**src/rtl/trn_rx_bar_decoder_if.sv**
```systemverilog
// Signal bundle between the TRN receive side of the PCIe endpoint and the BAR decoder,
// including the register-write strobe and the held read-request handshake.
interface trn_rx_bar_decoder_if #(
   parameter int ADDR_WIDTH = 12
) ();
   logic                  trn_lnk_up_n;
   logic [63:0]           trn_rd;
   logic                  trn_rrem_n;
   logic                  trn_rsof_n;
   logic                  trn_reof_n;
   logic                  trn_rsrc_rdy_n;
   logic                  trn_rsrc_dsc_n;
   logic [6:0]            trn_rbar_hit_n;
   logic                  trn_rdst_rdy_n;
   logic                  trn_rnp_ok_n;
   logic                  wr_en;
   logic [ADDR_WIDTH-3:0] wr_addr;
   logic [31:0]           wr_data;
   logic [3:0]            wr_be;
   logic                  rd_valid;
   logic                  rd_ready;
   logic [ADDR_WIDTH-3:0] rd_addr;
   logic [3:0]            rd_be;
   logic [7:0]            rd_tag;
   logic [15:0]           rd_req_id;
   logic [2:0]            rd_tc;
   logic [1:0]            rd_attr;
   logic [15:0]           drop_cnt;

   modport master (
      output trn_lnk_up_n, trn_rd, trn_rrem_n, trn_rsof_n, trn_reof_n, trn_rsrc_rdy_n,
             trn_rsrc_dsc_n, trn_rbar_hit_n, rd_ready,
      input  trn_rdst_rdy_n, trn_rnp_ok_n, wr_en, wr_addr, wr_data, wr_be, rd_valid,
             rd_addr, rd_be, rd_tag, rd_req_id, rd_tc, rd_attr, drop_cnt
   );

   modport slave (
      input  trn_lnk_up_n, trn_rd, trn_rrem_n, trn_rsof_n, trn_reof_n, trn_rsrc_rdy_n,
             trn_rsrc_dsc_n, trn_rbar_hit_n, rd_ready,
      output trn_rdst_rdy_n, trn_rnp_ok_n, wr_en, wr_addr, wr_data, wr_be, rd_valid,
             rd_addr, rd_be, rd_tag, rd_req_id, rd_tc, rd_attr, drop_cnt
   );
endinterface

```
**src/rtl/trn_rx_bar_decoder.sv**
```systemverilog
// Decodes single-DW MWr32/MRd32 TLPs hitting one BAR from the 64-bit TRN Rx stream into
// register write strobes and held read requests; every other TLP is dropped and counted.
module trn_rx_bar_decoder #(
   parameter int BAR_INDEX  = 0,
   parameter int ADDR_WIDTH = 12
) (
   input logic                 trn_clk,
   input logic                 trn_reset_n,
   trn_rx_bar_decoder_if.slave bus
);
   typedef enum logic [1:0] {S_IDLE, S_HDR2, S_DISCARD} state_t;

   state_t                r_state;
   logic                  r_wr_en;
   logic [ADDR_WIDTH-3:0] r_wr_addr;
   logic [31:0]           r_wr_data;
   logic [3:0]            r_wr_be;
   logic                  r_rd_valid;
   logic [ADDR_WIDTH-3:0] r_rd_addr;
   logic [3:0]            r_rd_be;
   logic [7:0]            r_rd_tag;
   logic [15:0]           r_rd_req_id;
   logic [2:0]            r_rd_tc;
   logic [1:0]            r_rd_attr;
   logic [15:0]           r_drop_cnt;
   logic                  r_hdr_wr;
   logic [3:0]            r_hdr_be;
   logic [7:0]            r_hdr_tag;
   logic [15:0]           r_hdr_req_id;
   logic [2:0]            r_hdr_tc;
   logic [1:0]            r_hdr_attr;

   logic                  w_acc;
   logic                  w_sof;
   logic                  w_eof;
   logic [31:0]           w_dw0;
   logic [31:0]           w_dw1;
   logic                  w_hdr_wr;
   logic                  w_hdr_rd;
   logic                  w_hdr_ok;
   logic                  w_tail_ok;
   logic [ADDR_WIDTH-3:0] w_beat_addr;
   logic [1:0]            w_drop_inc;

   function automatic logic [15:0] sat_add(input logic [15:0] cnt, input logic [1:0] inc);
      logic [16:0] sum;
      sum = {1'b0, cnt} + {15'd0, inc};
      return sum[16] ? 16'hFFFF : sum[15:0];
   endfunction

   // Nothing is accepted while a read is pending or the link is down.
   assign w_acc       = !bus.trn_rsrc_rdy_n && !r_rd_valid && !bus.trn_lnk_up_n;
   assign w_sof       = !bus.trn_rsof_n;
   assign w_eof       = !bus.trn_reof_n;
   assign w_dw0       = bus.trn_rd[63:32];
   assign w_dw1       = bus.trn_rd[31:0];
   assign w_hdr_wr    = (w_dw0[30:24] == 7'b1000000);
   assign w_hdr_rd    = (w_dw0[30:24] == 7'b0000000);
   assign w_hdr_ok    = (w_hdr_wr || w_hdr_rd) && (w_dw0[9:0] == 10'd1) && !w_dw0[14] &&
                        !bus.trn_rbar_hit_n[BAR_INDEX] && !w_eof && bus.trn_rsrc_dsc_n;
   assign w_tail_ok   = w_eof && bus.trn_rsrc_dsc_n &&
                        (r_hdr_wr ? !bus.trn_rrem_n : bus.trn_rrem_n);
   assign w_beat_addr = bus.trn_rd[ADDR_WIDTH+31:34];

   // A SOF arriving in HDR2 drops the pending TLP and may itself be rejected: up to two drops.
   always_comb begin
      w_drop_inc = 2'd0;
      if (w_acc) begin
         case (r_state)
            S_IDLE:  if (w_sof && !w_hdr_ok) w_drop_inc = 2'd1;
            S_HDR2: begin
               if (w_sof)           w_drop_inc = w_hdr_ok ? 2'd1 : 2'd2;
               else if (!w_tail_ok) w_drop_inc = 2'd1;
            end
            default: w_drop_inc = 2'd0;
         endcase
      end
   end

   always_ff @(posedge trn_clk) begin
      if (!trn_reset_n) begin
         r_state      <= S_IDLE;
         r_wr_en      <= 1'b0;
         r_wr_addr    <= '0;
         r_wr_data    <= '0;
         r_wr_be      <= '0;
         r_rd_valid   <= 1'b0;
         r_rd_addr    <= '0;
         r_rd_be      <= '0;
         r_rd_tag     <= '0;
         r_rd_req_id  <= '0;
         r_rd_tc      <= '0;
         r_rd_attr    <= '0;
         r_drop_cnt   <= '0;
         r_hdr_wr     <= 1'b0;
         r_hdr_be     <= '0;
         r_hdr_tag    <= '0;
         r_hdr_req_id <= '0;
         r_hdr_tc     <= '0;
         r_hdr_attr   <= '0;
      end else begin
         r_wr_en    <= 1'b0;
         r_drop_cnt <= sat_add(r_drop_cnt, w_drop_inc);
         if (bus.trn_lnk_up_n) begin
            r_state    <= S_IDLE;
            r_rd_valid <= 1'b0;
         end else begin
            if (r_rd_valid && bus.rd_ready) r_rd_valid <= 1'b0;
            if (w_acc) begin
               if (w_sof && r_state != S_DISCARD) begin
                  r_hdr_wr     <= w_hdr_wr;
                  r_hdr_be     <= w_dw1[3:0];
                  r_hdr_tag    <= w_dw1[15:8];
                  r_hdr_req_id <= w_dw1[31:16];
                  r_hdr_tc     <= w_dw0[22:20];
                  r_hdr_attr   <= w_dw0[13:12];
                  r_state      <= w_hdr_ok ? S_HDR2 : (w_eof ? S_IDLE : S_DISCARD);
               end else begin
                  case (r_state)
                     S_HDR2: begin
                        if (w_tail_ok) begin
                           r_state <= S_IDLE;
                           if (r_hdr_wr) begin
                              if (r_hdr_be != 4'd0) begin
                                 r_wr_en   <= 1'b1;
                                 r_wr_addr <= w_beat_addr;
                                 r_wr_data <= bus.trn_rd[31:0];
                                 r_wr_be   <= r_hdr_be;
                              end
                           end else begin
                              r_rd_valid  <= 1'b1;
                              r_rd_addr   <= w_beat_addr;
                              r_rd_be     <= r_hdr_be;
                              r_rd_tag    <= r_hdr_tag;
                              r_rd_req_id <= r_hdr_req_id;
                              r_rd_tc     <= r_hdr_tc;
                              r_rd_attr   <= r_hdr_attr;
                           end
                        end else begin
                           r_state <= w_eof ? S_IDLE : S_DISCARD;
                        end
                     end
                     S_DISCARD: if (w_eof) r_state <= S_IDLE;
                     default:   r_state <= r_state;
                  endcase
               end
            end
         end
      end
   end

   assign bus.trn_rdst_rdy_n = r_rd_valid;
   assign bus.trn_rnp_ok_n   = r_rd_valid;
   assign bus.wr_en          = r_wr_en;
   assign bus.wr_addr        = r_wr_addr;
   assign bus.wr_data        = r_wr_data;
   assign bus.wr_be          = r_wr_be;
   assign bus.rd_valid       = r_rd_valid;
   assign bus.rd_addr        = r_rd_addr;
   assign bus.rd_be          = r_rd_be;
   assign bus.rd_tag         = r_rd_tag;
   assign bus.rd_req_id      = r_rd_req_id;
   assign bus.rd_tc          = r_rd_tc;
   assign bus.rd_attr        = r_rd_attr;
   assign bus.drop_cnt       = r_drop_cnt;
endmodule

```
**src/flat_wrapper.sv**
```systemverilog
// flat-port wrapper written by rule: the top's interface ports become plain ports
module trn_rx_bar_decoder_flat 
#(
   parameter int BAR_INDEX  = 0,
   parameter int ADDR_WIDTH = 12
)
  (trn_clk, trn_reset_n, bus_trn_lnk_up_n, bus_trn_rd, bus_trn_rrem_n, bus_trn_rsof_n, bus_trn_reof_n, bus_trn_rsrc_rdy_n, bus_trn_rsrc_dsc_n, bus_trn_rbar_hit_n, bus_rd_ready, bus_trn_rdst_rdy_n, bus_trn_rnp_ok_n, bus_wr_en, bus_wr_addr, bus_wr_data, bus_wr_be, bus_rd_valid, bus_rd_addr, bus_rd_be, bus_rd_tag, bus_rd_req_id, bus_rd_tc, bus_rd_attr, bus_drop_cnt);
  trn_rx_bar_decoder_if #(.ADDR_WIDTH(ADDR_WIDTH)) bus_i ();
  input logic trn_clk;
  input logic trn_reset_n;
  input wire logic [$bits(bus_i.trn_lnk_up_n)-1:0] bus_trn_lnk_up_n;
  input wire logic [$bits(bus_i.trn_rd)-1:0] bus_trn_rd;
  input wire logic [$bits(bus_i.trn_rrem_n)-1:0] bus_trn_rrem_n;
  input wire logic [$bits(bus_i.trn_rsof_n)-1:0] bus_trn_rsof_n;
  input wire logic [$bits(bus_i.trn_reof_n)-1:0] bus_trn_reof_n;
  input wire logic [$bits(bus_i.trn_rsrc_rdy_n)-1:0] bus_trn_rsrc_rdy_n;
  input wire logic [$bits(bus_i.trn_rsrc_dsc_n)-1:0] bus_trn_rsrc_dsc_n;
  input wire logic [$bits(bus_i.trn_rbar_hit_n)-1:0] bus_trn_rbar_hit_n;
  input wire logic [$bits(bus_i.rd_ready)-1:0] bus_rd_ready;
  output wire logic [$bits(bus_i.trn_rdst_rdy_n)-1:0] bus_trn_rdst_rdy_n;
  output wire logic [$bits(bus_i.trn_rnp_ok_n)-1:0] bus_trn_rnp_ok_n;
  output wire logic [$bits(bus_i.wr_en)-1:0] bus_wr_en;
  output wire logic [$bits(bus_i.wr_addr)-1:0] bus_wr_addr;
  output wire logic [$bits(bus_i.wr_data)-1:0] bus_wr_data;
  output wire logic [$bits(bus_i.wr_be)-1:0] bus_wr_be;
  output wire logic [$bits(bus_i.rd_valid)-1:0] bus_rd_valid;
  output wire logic [$bits(bus_i.rd_addr)-1:0] bus_rd_addr;
  output wire logic [$bits(bus_i.rd_be)-1:0] bus_rd_be;
  output wire logic [$bits(bus_i.rd_tag)-1:0] bus_rd_tag;
  output wire logic [$bits(bus_i.rd_req_id)-1:0] bus_rd_req_id;
  output wire logic [$bits(bus_i.rd_tc)-1:0] bus_rd_tc;
  output wire logic [$bits(bus_i.rd_attr)-1:0] bus_rd_attr;
  output wire logic [$bits(bus_i.drop_cnt)-1:0] bus_drop_cnt;
  assign bus_i.trn_lnk_up_n = bus_trn_lnk_up_n;
  assign bus_i.trn_rd = bus_trn_rd;
  assign bus_i.trn_rrem_n = bus_trn_rrem_n;
  assign bus_i.trn_rsof_n = bus_trn_rsof_n;
  assign bus_i.trn_reof_n = bus_trn_reof_n;
  assign bus_i.trn_rsrc_rdy_n = bus_trn_rsrc_rdy_n;
  assign bus_i.trn_rsrc_dsc_n = bus_trn_rsrc_dsc_n;
  assign bus_i.trn_rbar_hit_n = bus_trn_rbar_hit_n;
  assign bus_i.rd_ready = bus_rd_ready;
  assign bus_trn_rdst_rdy_n = bus_i.trn_rdst_rdy_n;
  assign bus_trn_rnp_ok_n = bus_i.trn_rnp_ok_n;
  assign bus_wr_en = bus_i.wr_en;
  assign bus_wr_addr = bus_i.wr_addr;
  assign bus_wr_data = bus_i.wr_data;
  assign bus_wr_be = bus_i.wr_be;
  assign bus_rd_valid = bus_i.rd_valid;
  assign bus_rd_addr = bus_i.rd_addr;
  assign bus_rd_be = bus_i.rd_be;
  assign bus_rd_tag = bus_i.rd_tag;
  assign bus_rd_req_id = bus_i.rd_req_id;
  assign bus_rd_tc = bus_i.rd_tc;
  assign bus_rd_attr = bus_i.rd_attr;
  assign bus_drop_cnt = bus_i.drop_cnt;
  trn_rx_bar_decoder #(.BAR_INDEX(BAR_INDEX), .ADDR_WIDTH(ADDR_WIDTH)) u_core (.trn_clk(trn_clk), .trn_reset_n(trn_reset_n), .bus(bus_i));
endmodule
```
**config.mk**
```make
export PLATFORM = sky130hd
export DESIGN_NAME = trn_rx_bar_decoder_flat
export DESIGN_NICKNAME = d
export VERILOG_FILES = /design/src/rtl/trn_rx_bar_decoder_if.sv /design/src/rtl/trn_rx_bar_decoder.sv /design/src/flat_wrapper.sv
export SDC_FILE = /design/constraint.sdc
export NUM_CORES = 1
export LEC_CHECK = 0
export CAP_MARGIN = 15
export CELL_PAD_IN_SITES_DETAIL_PLACEMENT = 1
export CELL_PAD_IN_SITES_GLOBAL_PLACEMENT = 1
export CORE_MARGIN = 1
export CORE_UTILIZATION = 37
export CTS_BUF_LIST = sky130_fd_sc_hd__clkbuf_16
export CTS_CLUSTER_DIAMETER = 150
export DETAILED_ROUTE_END_ITERATION = 7
export PLACE_DENSITY_LB_ADDON = 0.1
export SLEW_MARGIN = 20
export SYNTH_ARGS = -nofsm -noshare
export SYNTH_HDL_FRONTEND = slang
export SYNTH_SLANG_ARGS = --single-unit
```
**constraint.sdc**
```tcl
create_clock -name trn_clk -period 9.1 [get_ports trn_clk]
set_input_delay 0.91 -clock trn_clk [delete_from_list [all_inputs] [get_ports trn_clk]]
set_output_delay 0.91 -clock trn_clk [all_outputs]
set_load 0.02 [all_outputs]
```
==> key figures, run 1 <==
Cells and area
  – Most frequent cells in the layout: nand2_1, clkdlybuf4s50_1, dfxtp_1, mux2i_1, a21boi_0
  – Fraction of final layout cells sized beyond drive strength 1: 6.46%
  – Area of the multi-input gates: between 2000 and 3000 sq um
  – Area of all sequential standard cells: about 2900 sq um
  – Layout fillers: 1828
  – Final instance area: roughly 8400 sq um
  – Most common library cell in the layout ignoring fill and taps: nand2_1
  – Count of antenna diodes in the layout: 0
  – Relative area change from synthesis to final layout: 38.5%
  – Final-stage net count: 893

Timing
  – Relative slew slack: 29.6%
  – RSZ-0062 raised after global routing: false
  – Setup TNS after final layout: 0 ns
  – Final Cycle Share: 48.1%
  – Worst-Margin Slew: 1.06 ns
  – Final setup viols: 0
  – Min Tclk post-route: roughly 4.4 ns
  – Maximum clock frequency: 229 MHz
  – Number of max-slew violations in the final report: 0
  – Tightest hold margin: ~0.46 ns
  – Endpoints failing hold: 0
  – Setup skew after layout: 0.0119 ns

Place
  – HPWL after detailed placement: 11300 um
  – Cell Area, Placed: a little under 8000 sq um
  – IO Port Bufs: around 180
  – Global placer's final weighted congestion: 0.811

Clocking
  – Inserted Clock Buffers: 17
  – Clock network latency to the later pin of the worst-skew pair: 0.42 ns
  – Reg clk slew, reported paths: 0.06 ns
  – Number of sinks handled by clock tree synthesis: 143
  – CTS tree: yes
  – Deepest clock path buffer count: 2
  – Depth of the CTS H-tree: 4
  – Post-cts gate resize count: 0
  – Clock root cell: clkbuf_16
  – Post-CTS Setup Inserts: 0
  – Number of hold-repair buffers added at the cts stage: 0

Setup path
  – Path type of the worst setup path: input pin to flip-flop
  – Worst Setup End Kind: flip-flop
  – Data required time of the worst path: 9.44 ns
  – Worst EP arrival: between 4 and 5 ns
  – Biggest fanout along the worst timing path: 10
  – Element type at the critical path start: input pin

Floorplanning
  – Row count: 46
  – Placeable core region: 15900 sq um
  – Starting Density: approximately 38%
  – Area of the die: 16800 sq um
  – I/O Pins: 189
  – Die width: 130 um
  – Die boundary height: 130 um

Routing
  – DRC violations left: 0
  – Final Routed Wirelength: 16300 um
  – Routed wire length per instance: between 15 and 20 um
  – Antenna violation net count after detailed routing: 0
  – Vias per cell: approximately 4.8
  – Detailed-route via count: 4982
  – First-iteration detailed-routing DRC count: ~160
  – Number of optimization iterations in the first detailed-route pass: 4

Synthesis
  – Number of enable-type register cells in the synthesized netlist: 0
  – Yosys warnings: 0
  – Cell count after synthesis: roughly 650
  – Mapped Area: 6030 sq um
  – Syn_nets: 738
  – Number of distinct library cells after synthesis: 49
  – Sequential cell area fraction in the yosys report: 47.5%
  – Primary flip-flop cell chosen by synthesis mapping: dfxtp_1
  – Share of flip-flops with an asynchronous set or reset after synthesis: 0%
  – Seq cells post-synth: ~140
  – Synth top area share: 47.5%
  – Syn_area_per_cell: 9.25 sq um
  – Dominant cell type by area after synthesis: dfxtp_1
  – Top area cells in the synthesized netlist: dfxtp_1, nand2_1, mux2i_1

Global routing
  – Final global-route overflow total: 0
  – Overall global routing resource usage: 19.8%
  – Global-route wire length before repair: 25800 um
  – Pin count of the biggest net entering global routing: approximately 120
  – Number of global-route vias before repair: 5167
  – Number of antenna violations at the first check in global routing: 0

Run status
  – Outcome: finished, final reports clean

Pwr
  – LEAKAGE: roughly 2.8 nW
  – Total chip power: 1.37 mW
  – Maximum vdd ir drop: 120 uV
  – Power density of the placed cells: around 160 nW/um^2

Job
  – Maximum capacitance violations: 0

Hold path
  – Classification of the worst-slack hold path: flip-flop to flip-flop
metrics by stage:
step / std cells / util, % / worst slack (ns)
3_5_place_dp: 1004 / 49.1 / 4.32
5_1_grt: 1036 / 52.6 / 4.55
3_3_place_gp: 1004 / 49.1 / 4.46
2_1_floorplan: 652 / - / 5.45
6_report: 1036 / 52.6 / 4.72
4_1_cts: 1036 / 52.6 / 4.71
routing by layer:
metal	vias up	GRT usage (%)	share of wire, %
li1	2489	-	-
met1	2354	23.5	45
met2	120	34.3	49
met3	19	5.20	4.9
met4	0	7.39	1.4
met5	-	0	0
report_power, final:
group          internal [mW]  leakage [nW]  total, mW  switching, mW
registers              0.631          1.15      0.634        0.00280
clock network          0.397         0.281      0.662          0.265
logic                 0.0373          1.38     0.0738         0.0365
total                   1.07          2.82       1.37          0.304
path summary, 6_finish.rpt:
kind                                                    startpoint                                  to  slack, ns  cells past startpoint
worst max-delay path                                bus_trn_rd[35]   u_core.bus.drop_cnt[5]$_SDFF_PN0_       4.72                     12
worst min-delay path            u_core.bus.rd_addr[5]$_SDFFE_PN0P_  u_core.bus.rd_addr[5]$_SDFFE_PN0P_       0.46                      2
worst max register to register      u_core.bus.rd_valid$_SDFF_PP0_   u_core.bus.drop_cnt[5]$_SDFF_PN0_       5.59                     11
worst min register to register  u_core.bus.rd_addr[5]$_SDFFE_PN0P_  u_core.bus.rd_addr[5]$_SDFFE_PN0P_       0.46                      2
flip-flops by register name, indices dropped and copies added (netlist names), 4 cells and up:
signal / count
u_core.bus.wr_data: 32
u_core.r_hdr_be: 4
u_core.bus.rd_req_id: 16
u_core.bus.rd_addr: 10
u_core.bus.drop_cnt: 16
u_core.r_hdr_tag: 8
u_core.bus.wr_addr: 10
u_core.bus.rd_be: 4
u_core.bus.wr_be: 4
u_core.r_hdr_req_id: 16
u_core.bus.rd_tag: 8
synth_stat cells (5+ instances only):
cell type,count
nand2_1,241
a21boi_0,35
nand4_1,6
nand3_1,7
dfxtp_1,143
xor2_1,9
nor2_1,5
a21boi_2,10
inv_1,6
ha_1,5
nor4_1,5
mux2i_1,89
clkbuf_1,27
area by class of cell:
| class | count | share of cell area [%] |
|---|---|---|
| clock buffers | 17 | 5.09 |
| clock inverters | 15 | 1.54 |
| inverters | 6 | 0.270 |
| multi-input cells | 458 | 34.1 |
| flip-flops and latches | 143 | 34.3 |
| well taps | 216 | 3.23 |
| repair buffers | 181 | 21.5 |
logic make-up (layout without fill, tap and decap cells):
group                      Yosys count  in the layout  share of synthesized area, %
DFF                                143            143                          47.5
AOI/OAI and AO/OA                   61             61                          8.48
muxes                               89             89                          14.8
adders and majority gates            6              6                          1.37
and+or+nand+nor                    293            293                          21.0
xor gates and xnor gates             9              9                          1.31
buffers and inverters               51            219                          5.58
worst max-delay path, stage by stage:
cell and delay, ns:
clkdlybuf4s50_1 0.43, nor4_1 0.39, nand4_1 0.34, or4_1 0.54, nand3_1 0.10, ha_1 0.18, inv_1 0.07, fa_1 0.39
and2b_2 0.35, nand3_4 0.14, or3_1 0.67, a21boi_2 0.23
(Power assumes the default switching activity.)
==> run 2: changes to the inputs <==
Settings changed: CORE_UTILIZATION 37 to 31.
Clock period 9.1 ns to 3.8 ns, I/O delays scaled along.
==> run 2 against run 1 <==
Net effect:
- core utilization is 7.5 points lower
- highest routed layer unchanged
- global-route usage is 2.5 points lower
- largest power group unchanged
- final cell count is 5.1% higher
- via count is 1.6% higher
- clock power grew to 2.6 times the previous value
==> key figures, run 2 (synthesized netlist as in run 1, its figures left out) <==
Floorplanning
  – Placeable core region: 18900 sq um (+19%)
  – Starting Density: 31.9% (-6.0 points)
  – I/O Pins: 189 (unchanged)
  – Die boundary height: 141 um (+9.1%)
  – Row count: 50 (+8.7%)
  – Die width: 141 um (+9.1%)
  – Area of the die: 20000 sq um (+19%)

Cells and area
  – Number of flip-flops under the largest register name: 32 (unchanged)
  – Fraction of final layout cells sized beyond drive strength 1: 7.84% (+1.4 points)
  – Relative area change from synthesis to final layout: 41.4%
  – Most frequent cells in the layout: nand2_1, clkdlybuf4s50_1, dfxtp_1, mux2i_1, a21boi_0
  – Layout fillers: 2149 (+18%)
  – Count of antenna diodes in the layout: 0 (unchanged)
  – Most common library cell in the layout ignoring fill and taps: nand2_1
  – Final-stage net count: 902 (+1.0%)

Routing
  – Vias per cell: 4.65 (-3.3%)
  – Number of optimization iterations in the first detailed-route pass: 4 (unchanged)
  – Routed wire length per instance: 15.5 um (-1.5%)
  – Final Routed Wirelength: 16900 um (+3.5%)
  – Detailed-route via count: 5062 (+1.6%)
  – Antenna violation net count after detailed routing: 0 (unchanged)
  – First-iteration detailed-routing DRC count: 120 (-27%)
  – DRC violations left: 0 (unchanged)

Timing
  – Endpoints failing hold: 0 (unchanged)
  – Min Tclk post-route: 3.37 ns
  – Maximum clock frequency: 297 MHz
  – Worst-Margin Slew: 0.747 ns (-0.308 ns)
  – Number of max-slew violations in the final report: 0 (unchanged)
  – Setup TNS after final layout: 0 ns (unchanged)
  – Final Cycle Share: 88.6%
  – Setup skew after layout: 0.0129 ns (+0.000975 ns)
  – Relative slew slack: 50.2% (+21 points)
  – RSZ-0062 raised after global routing: false
  – Final setup viols: 0 (unchanged)

Hold path
  – Classification of the worst-slack hold path: flip-flop to flip-flop
  – Startpoint of the worst hold path: u_core.bus.rd_req_id[10]$_SDFFE_PN0P_
  – Depth of the worst hold-timing path: 2 (unchanged)
  – Hold Path End: u_core.bus.rd_req_id[10]$_SDFFE_PN0P_

Clocking
  – Number of hold-repair buffers added at the cts stage: 0 (unchanged)
  – Post-CTS Setup Inserts: 0 (unchanged)
  – Clock root cell: clkbuf_16
  – Number of sinks handled by clock tree synthesis: 143 (unchanged)
  – Reg clk slew, reported paths: 0.06 ns (about the same)
  – Clock network latency to the later pin of the worst-skew pair: 0.43 ns (about the same)
  – Post-cts gate resize count: 0 (unchanged)
  – Inserted Clock Buffers: 17 (unchanged)
  – CTS tree: yes
  – Depth of the CTS H-tree: 4 (unchanged)
  – Deepest clock path buffer count: 2 (unchanged)

Place
  – Global placer's final weighted congestion: 0.785 (-3.2%)
  – HPWL after detailed placement: 11600 um (+2.9%)
  – IO Port Bufs: 175 (unchanged)

Pwr
  – LEAKAGE: 2.88 nW (+2.1%)
  – Power density of the placed cells: 398 nW/um^2 (+140%)
  – Maximum vdd ir drop: 299 uV (+150%)
  – Total chip power: 3.39 mW (+150%)

Setup path
  – R2R depth: 12 (+1)
  – Worst Setup End Kind: flip-flop
  – R2r setup slk: 0.79 ns (-4.80 ns)
  – Element type at the critical path start: input pin
  – Path type of the worst setup path: input pin to flip-flop
  – R2R Path Start: u_core.bus.rd_valid$_SDFF_PP0_
  – Biggest fanout along the worst timing path: 10 (unchanged)
  – Data required time of the worst path: 4.15 ns (-5.29 ns)
  – Reg2Reg Capture Point: u_core.bus.drop_cnt[8]$_SDFF_PN0_
  – Worst EP arrival: 3.72 ns (-1.00 ns)

Global routing
  – Global-route wire length before repair: 27000 um (+4.8%)
  – Number of global-route vias before repair: 5309 (+2.7%)
  – Overall global routing resource usage: 17.4% (-2.5 points)
  – Final global-route overflow total: 0 (unchanged)
  – Number of antenna violations at the first check in global routing: 0 (unchanged)
  – Pin count of the biggest net entering global routing: 110 (-6.8%)

Run status
  – Outcome: finished, final reports clean

Job
  – Maximum capacitance violations: 0 (unchanged)
==> run 2: how the worst max path moves through the flow <==
stage                       startpoint  slack [ns]                                end  cells past startpoint
floorplan               bus_trn_rd[59]        0.68  u_core.bus.drop_cnt[1]$_SDFF_PN0_                     12
global placement        bus_trn_rd[35]         0.1  u_core.bus.drop_cnt[1]$_SDFF_PN0_                     13
detailed placement      bus_trn_rd[35]       0.008  u_core.bus.drop_cnt[1]$_SDFF_PN0_                     13
CTS                     bus_trn_rd[35]        0.42  u_core.bus.drop_cnt[8]$_SDFF_PN0_                     13
global route        bus_trn_rsrc_dsc_n        0.17  u_core.bus.drop_cnt[8]$_SDFF_PN0_                     13
finish              bus_trn_rsrc_dsc_n        0.43  u_core.bus.drop_cnt[8]$_SDFF_PN0_                     13
==> run 2: layout make-up <==
type	count	area, sq um	area share, %
clock inverter	15	168	1.97
tap	260	325	3.81
sequential	143	2860	33.6
multi-input combinational	458	2850	33.4
clock buffer	17	425	4.99
inverter	6	22.5	0.264
timing repair buffer	190	1880	22.0
==> run 2: critical path, stage by stage <==
cell and delay, ns:
clkdlybuf4s50_1 0.48, nor4bb_1 0.28, nand4_1 0.21, or4_1 0.53
nand3_1 0.10, ha_1 0.16, inv_1 0.05, fa_1 0.39
and2b_2 0.27, nand3_4 0.11, or3_1 0.40, buf_4 0.21
a21boi_2 0.15
==> run 2: power by group <==
part,leakage [nW],switching [mW],internal (mW)
registers,1.15,0.00661,1.51
clock network,0.292,0.663,1.03
logic,1.43,0.0882,0.0924
==> run 2: routing by layer <==
layer	track usage, %	vias up	share of wire, %
met4	6.62	0	1.9
met5	0	-	0
met1	19.9	2404	43
li1	-	2497	-
met3	6.07	25	6.9
met2	29.6	136	48
==> run 2: per-stage QoR <==
| step | worst slack [ns] | std cells | hold WS (ns) | util (%) | cell area (sq um) |
|---|---|---|---|---|---|
| floorplan | 0.679 | 652 | 0.438 | - | 6030 |
| global placement | 0.0976 | 1057 | 0.442 | 42.0 | 7940 |
| detailed placement | 0.00767 | 1057 | 0.445 | 42.0 | 7940 |
| CTS | 0.422 | 1089 | 0.461 | 45.1 | 8530 |
| global route | 0.168 | 1089 | 0.473 | 45.1 | 8530 |
| finish | 0.434 | 1089 | 0.456 | 45.1 | 8530 |
==> run 3: changes to the inputs <==
Settings changed: CORE_ASPECT_RATIO set to 0.7.
==> run 3 against run 2 <==
Net effect:
- non-clock buffer count decreased by 1
- routed wire length increased by 2.1%
- count of clock-buffer cells in the layout unchanged
- clock skew is essentially flat
- die area hardly changed
- largest power group unchanged
- critical path depth is the same
- total power rose by 2.5%
- sequential share of layout area fell by 0.083 points
- flip-flop and latch count did not move
==> key figures, run 3 (synthesized netlist as in run 1, its figures left out) <==
Pwr
  – Maximum vdd ir drop: 201 uV (-33%)
  – LEAKAGE: 2.88 nW (+0.13%)
  – Power density of the placed cells: 406 nW/um^2 (+2.2%)

Setup path
  – R2r setup slk: 0.60 ns (-0.19 ns)
  – Reg2Reg Capture Point: u_core.bus.drop_cnt[1]$_SDFF_PN0_
  – R2R Path Start: u_core.bus.rd_valid$_SDFF_PP0_
  – R2R depth: 12 (unchanged)
  – Worst EP arrival: 3.84 ns (+0.12 ns)
  – Data required time of the worst path: 4.15 ns (about the same)
  – Path type of the worst setup path: input pin to flip-flop
  – Worst Setup End Kind: flip-flop
  – Element type at the critical path start: input pin
  – Biggest fanout along the worst timing path: 10 (unchanged)
  – Beginning of the critical path: bus_trn_rsrc_dsc_n

Clocking
  – Number of hold-repair buffers added at the cts stage: 0 (unchanged)
  – Depth of the CTS H-tree: 4 (unchanged)
  – Inserted Clock Buffers: 17 (unchanged)
  – Post-CTS Setup Inserts: 0 (unchanged)
  – CTS tree: yes
  – Post-cts gate resize count: 0 (unchanged)
  – Deepest clock path buffer count: 2 (unchanged)
  – Reg clk slew, reported paths: 0.06 ns (about the same)
  – Number of sinks handled by clock tree synthesis: 143 (unchanged)
  – Clock network latency to the later pin of the worst-skew pair: 0.42 ns (about the same)
  – Clock root cell: clkbuf_16

Run status
  – Outcome: finished, final reports clean

Job
  – Maximum capacitance violations: 0 (unchanged)

Cells and area
  – Number of flip-flops under the largest register name: 32 (unchanged)
  – Relative area change from synthesis to final layout: 41.8%
  – Area of all sequential standard cells: 2860 sq um (unchanged)
  – Layout fillers: 2130 (-0.88%)
  – Count of antenna diodes in the layout: 0 (unchanged)
  – Most common library cell in the layout ignoring fill and taps: nand2_1
  – Fraction of final layout cells sized beyond drive strength 1: 7.49% (-0.35 points)
  – Area of the multi-input gates: 2850 sq um (unchanged)
  – Final standard cell count with taps included and fillers excluded: 1092 (+0.28%)
  – Most frequent cells in the layout: nand2_1, clkdlybuf4s50_1, dfxtp_1, mux2i_1, a21boi_0
  – Final-stage net count: 901 (-0.11%)

Hold path
  – Depth of the worst hold-timing path: 3 (+1)
  – Startpoint of the worst hold path: trn_reset_n
  – Classification of the worst-slack hold path: input pin to flip-flop
  – Hold Path End: u_core.bus.wr_addr[1]$_SDFFE_PN0P_

Timing
  – Number of max-slew violations in the final report: 0 (unchanged)
  – Endpoints failing hold: 0 (unchanged)
  – Maximum clock frequency: 287 MHz (-3.4%)
  – Final setup viols: 0 (unchanged)
  – RSZ-0062 raised after global routing: false
  – Relative slew slack: 55.8% (+5.6 points)
  – Tightest hold margin: 0.416 ns (-0.0393 ns)
  – Final Cycle Share: 91.7% (+3.1 points)
  – Min Tclk post-route: 3.49 ns (+0.120 ns)
  – Worst-Margin Slew: 0.662 ns (-0.0854 ns)
  – Setup skew after layout: 0.0133 ns (+0.000413 ns)

Global routing
  – Overall global routing resource usage: 17.7% (+0.39 points)
  – Number of antenna violations at the first check in global routing: 0 (unchanged)
  – Global-route wire length before repair: 28000 um (+3.6%)
  – Pin count of the biggest net entering global routing: 140 (+27%)
  – Final global-route overflow total: 0 (unchanged)
  – Number of global-route vias before repair: 5366 (+1.1%)

Floorplanning
  – Row count: 42 (-16%)
  – Placeable core region: 19000 sq um (+0.41%)
  – Starting Density: 31.8% (-0.13 points)
  – Die boundary height: 119 um (-16%)
  – Die width: 169 um (+19%)
  – I/O Pins: 189 (unchanged)
  – Area of the die: 20000 sq um (about the same)

Routing
  – Final Routed Wirelength: 17200 um (+2.1%)
  – Routed wire length per instance: 15.8 um (+1.9%)
  – Detailed-route via count: 5028 (-0.67%)
  – Vias per cell: 4.60 (-0.94%)
  – First-iteration detailed-routing DRC count: 173 (+44%)
  – DRC violations left: 0 (unchanged)
  – Number of optimization iterations in the first detailed-route pass: 4 (unchanged)
  – Antenna violation net count after detailed routing: 0 (unchanged)

Place
  – IO Port Bufs: 175 (unchanged)
  – Number of placed cells counting well taps: 1060 (+0.28%)
  – HPWL after detailed placement: 11800 um (+2.0%)
  – Global placer's final weighted congestion: 0.783 (-0.25%)
-- run 3: metal layers --
layer | vias to the layer above | routed length [um] | global-route usage (%)
met3 | 19 | 1180 | 5.56
met5 | - | 0 | 0
met4 | 0 | 224 | 6.19
met2 | 125 | 7610 | 28.4
li1 | 2493 | - | -
met1 | 2391 | 8190 | 22.4
-- run 3: critical path: stages --
cell and delay, ns:
clkdlybuf4s50_1 0.49, nor4bb_1 0.30, nand4_1 0.24, or4_1 0.52, nand3_1 0.11, ha_1 0.18
inv_1 0.06, fa_1 0.42, and2b_2 0.28, nand3_4 0.11, or3_1 0.39, buf_4 0.20
a21boi_2 0.14
-- run 3: final cells by class --
type | instances | area share, %
flip-flops and latches | 143 | 33.5
well taps | 264 | 3.86
multi-input cells | 458 | 33.3
clock inverters | 15 | 2.24
inverters | 6 | 0.263
repair buffers | 189 | 21.9
clock buffers | 17 | 4.98
-- run 3: report_power, final --
group	internal, mW	total [mW]	switching (mW)
clock network	1.10	1.77	0.678
logic	0.0919	0.182	0.0898
registers	1.51	1.52	0.00673
-- run 3: worst max path at each step --
stage | to | depth (start not counted)
after global placement | u_core.bus.drop_cnt[1]$_SDFF_PN0_ | 13
after detailed placement | u_core.bus.drop_cnt[1]$_SDFF_PN0_ | 13
after global routing | u_core.bus.drop_cnt[1]$_SDFF_PN0_ | 13
after CTS | u_core.bus.drop_cnt[1]$_SDFF_PN0_ | 13
after floorplan | u_core.bus.drop_cnt[1]$_SDFF_PN0_ | 12
final | u_core.bus.drop_cnt[1]$_SDFF_PN0_ | 13
-- run 3: per-stage QoR --
step | setup TNS, ns | area [sq um] | util, % | power [mW] | setup slack [ns]
after floorplan | 0 | 6030 | - | 1.63 | 0.679
after global placement | 0 | 7930 | 41.8 | 1.73 | 0.0864
after detailed placement | -0.533 | 7930 | 41.8 | 1.74 | -0.0722
after CTS | 0 | 8550 | 45.1 | 3.53 | 0.334
after global routing | 0 | 8550 | 45.1 | 3.61 | 0.145
final | 0 | 8550 | 45.1 | 3.47 | 0.314
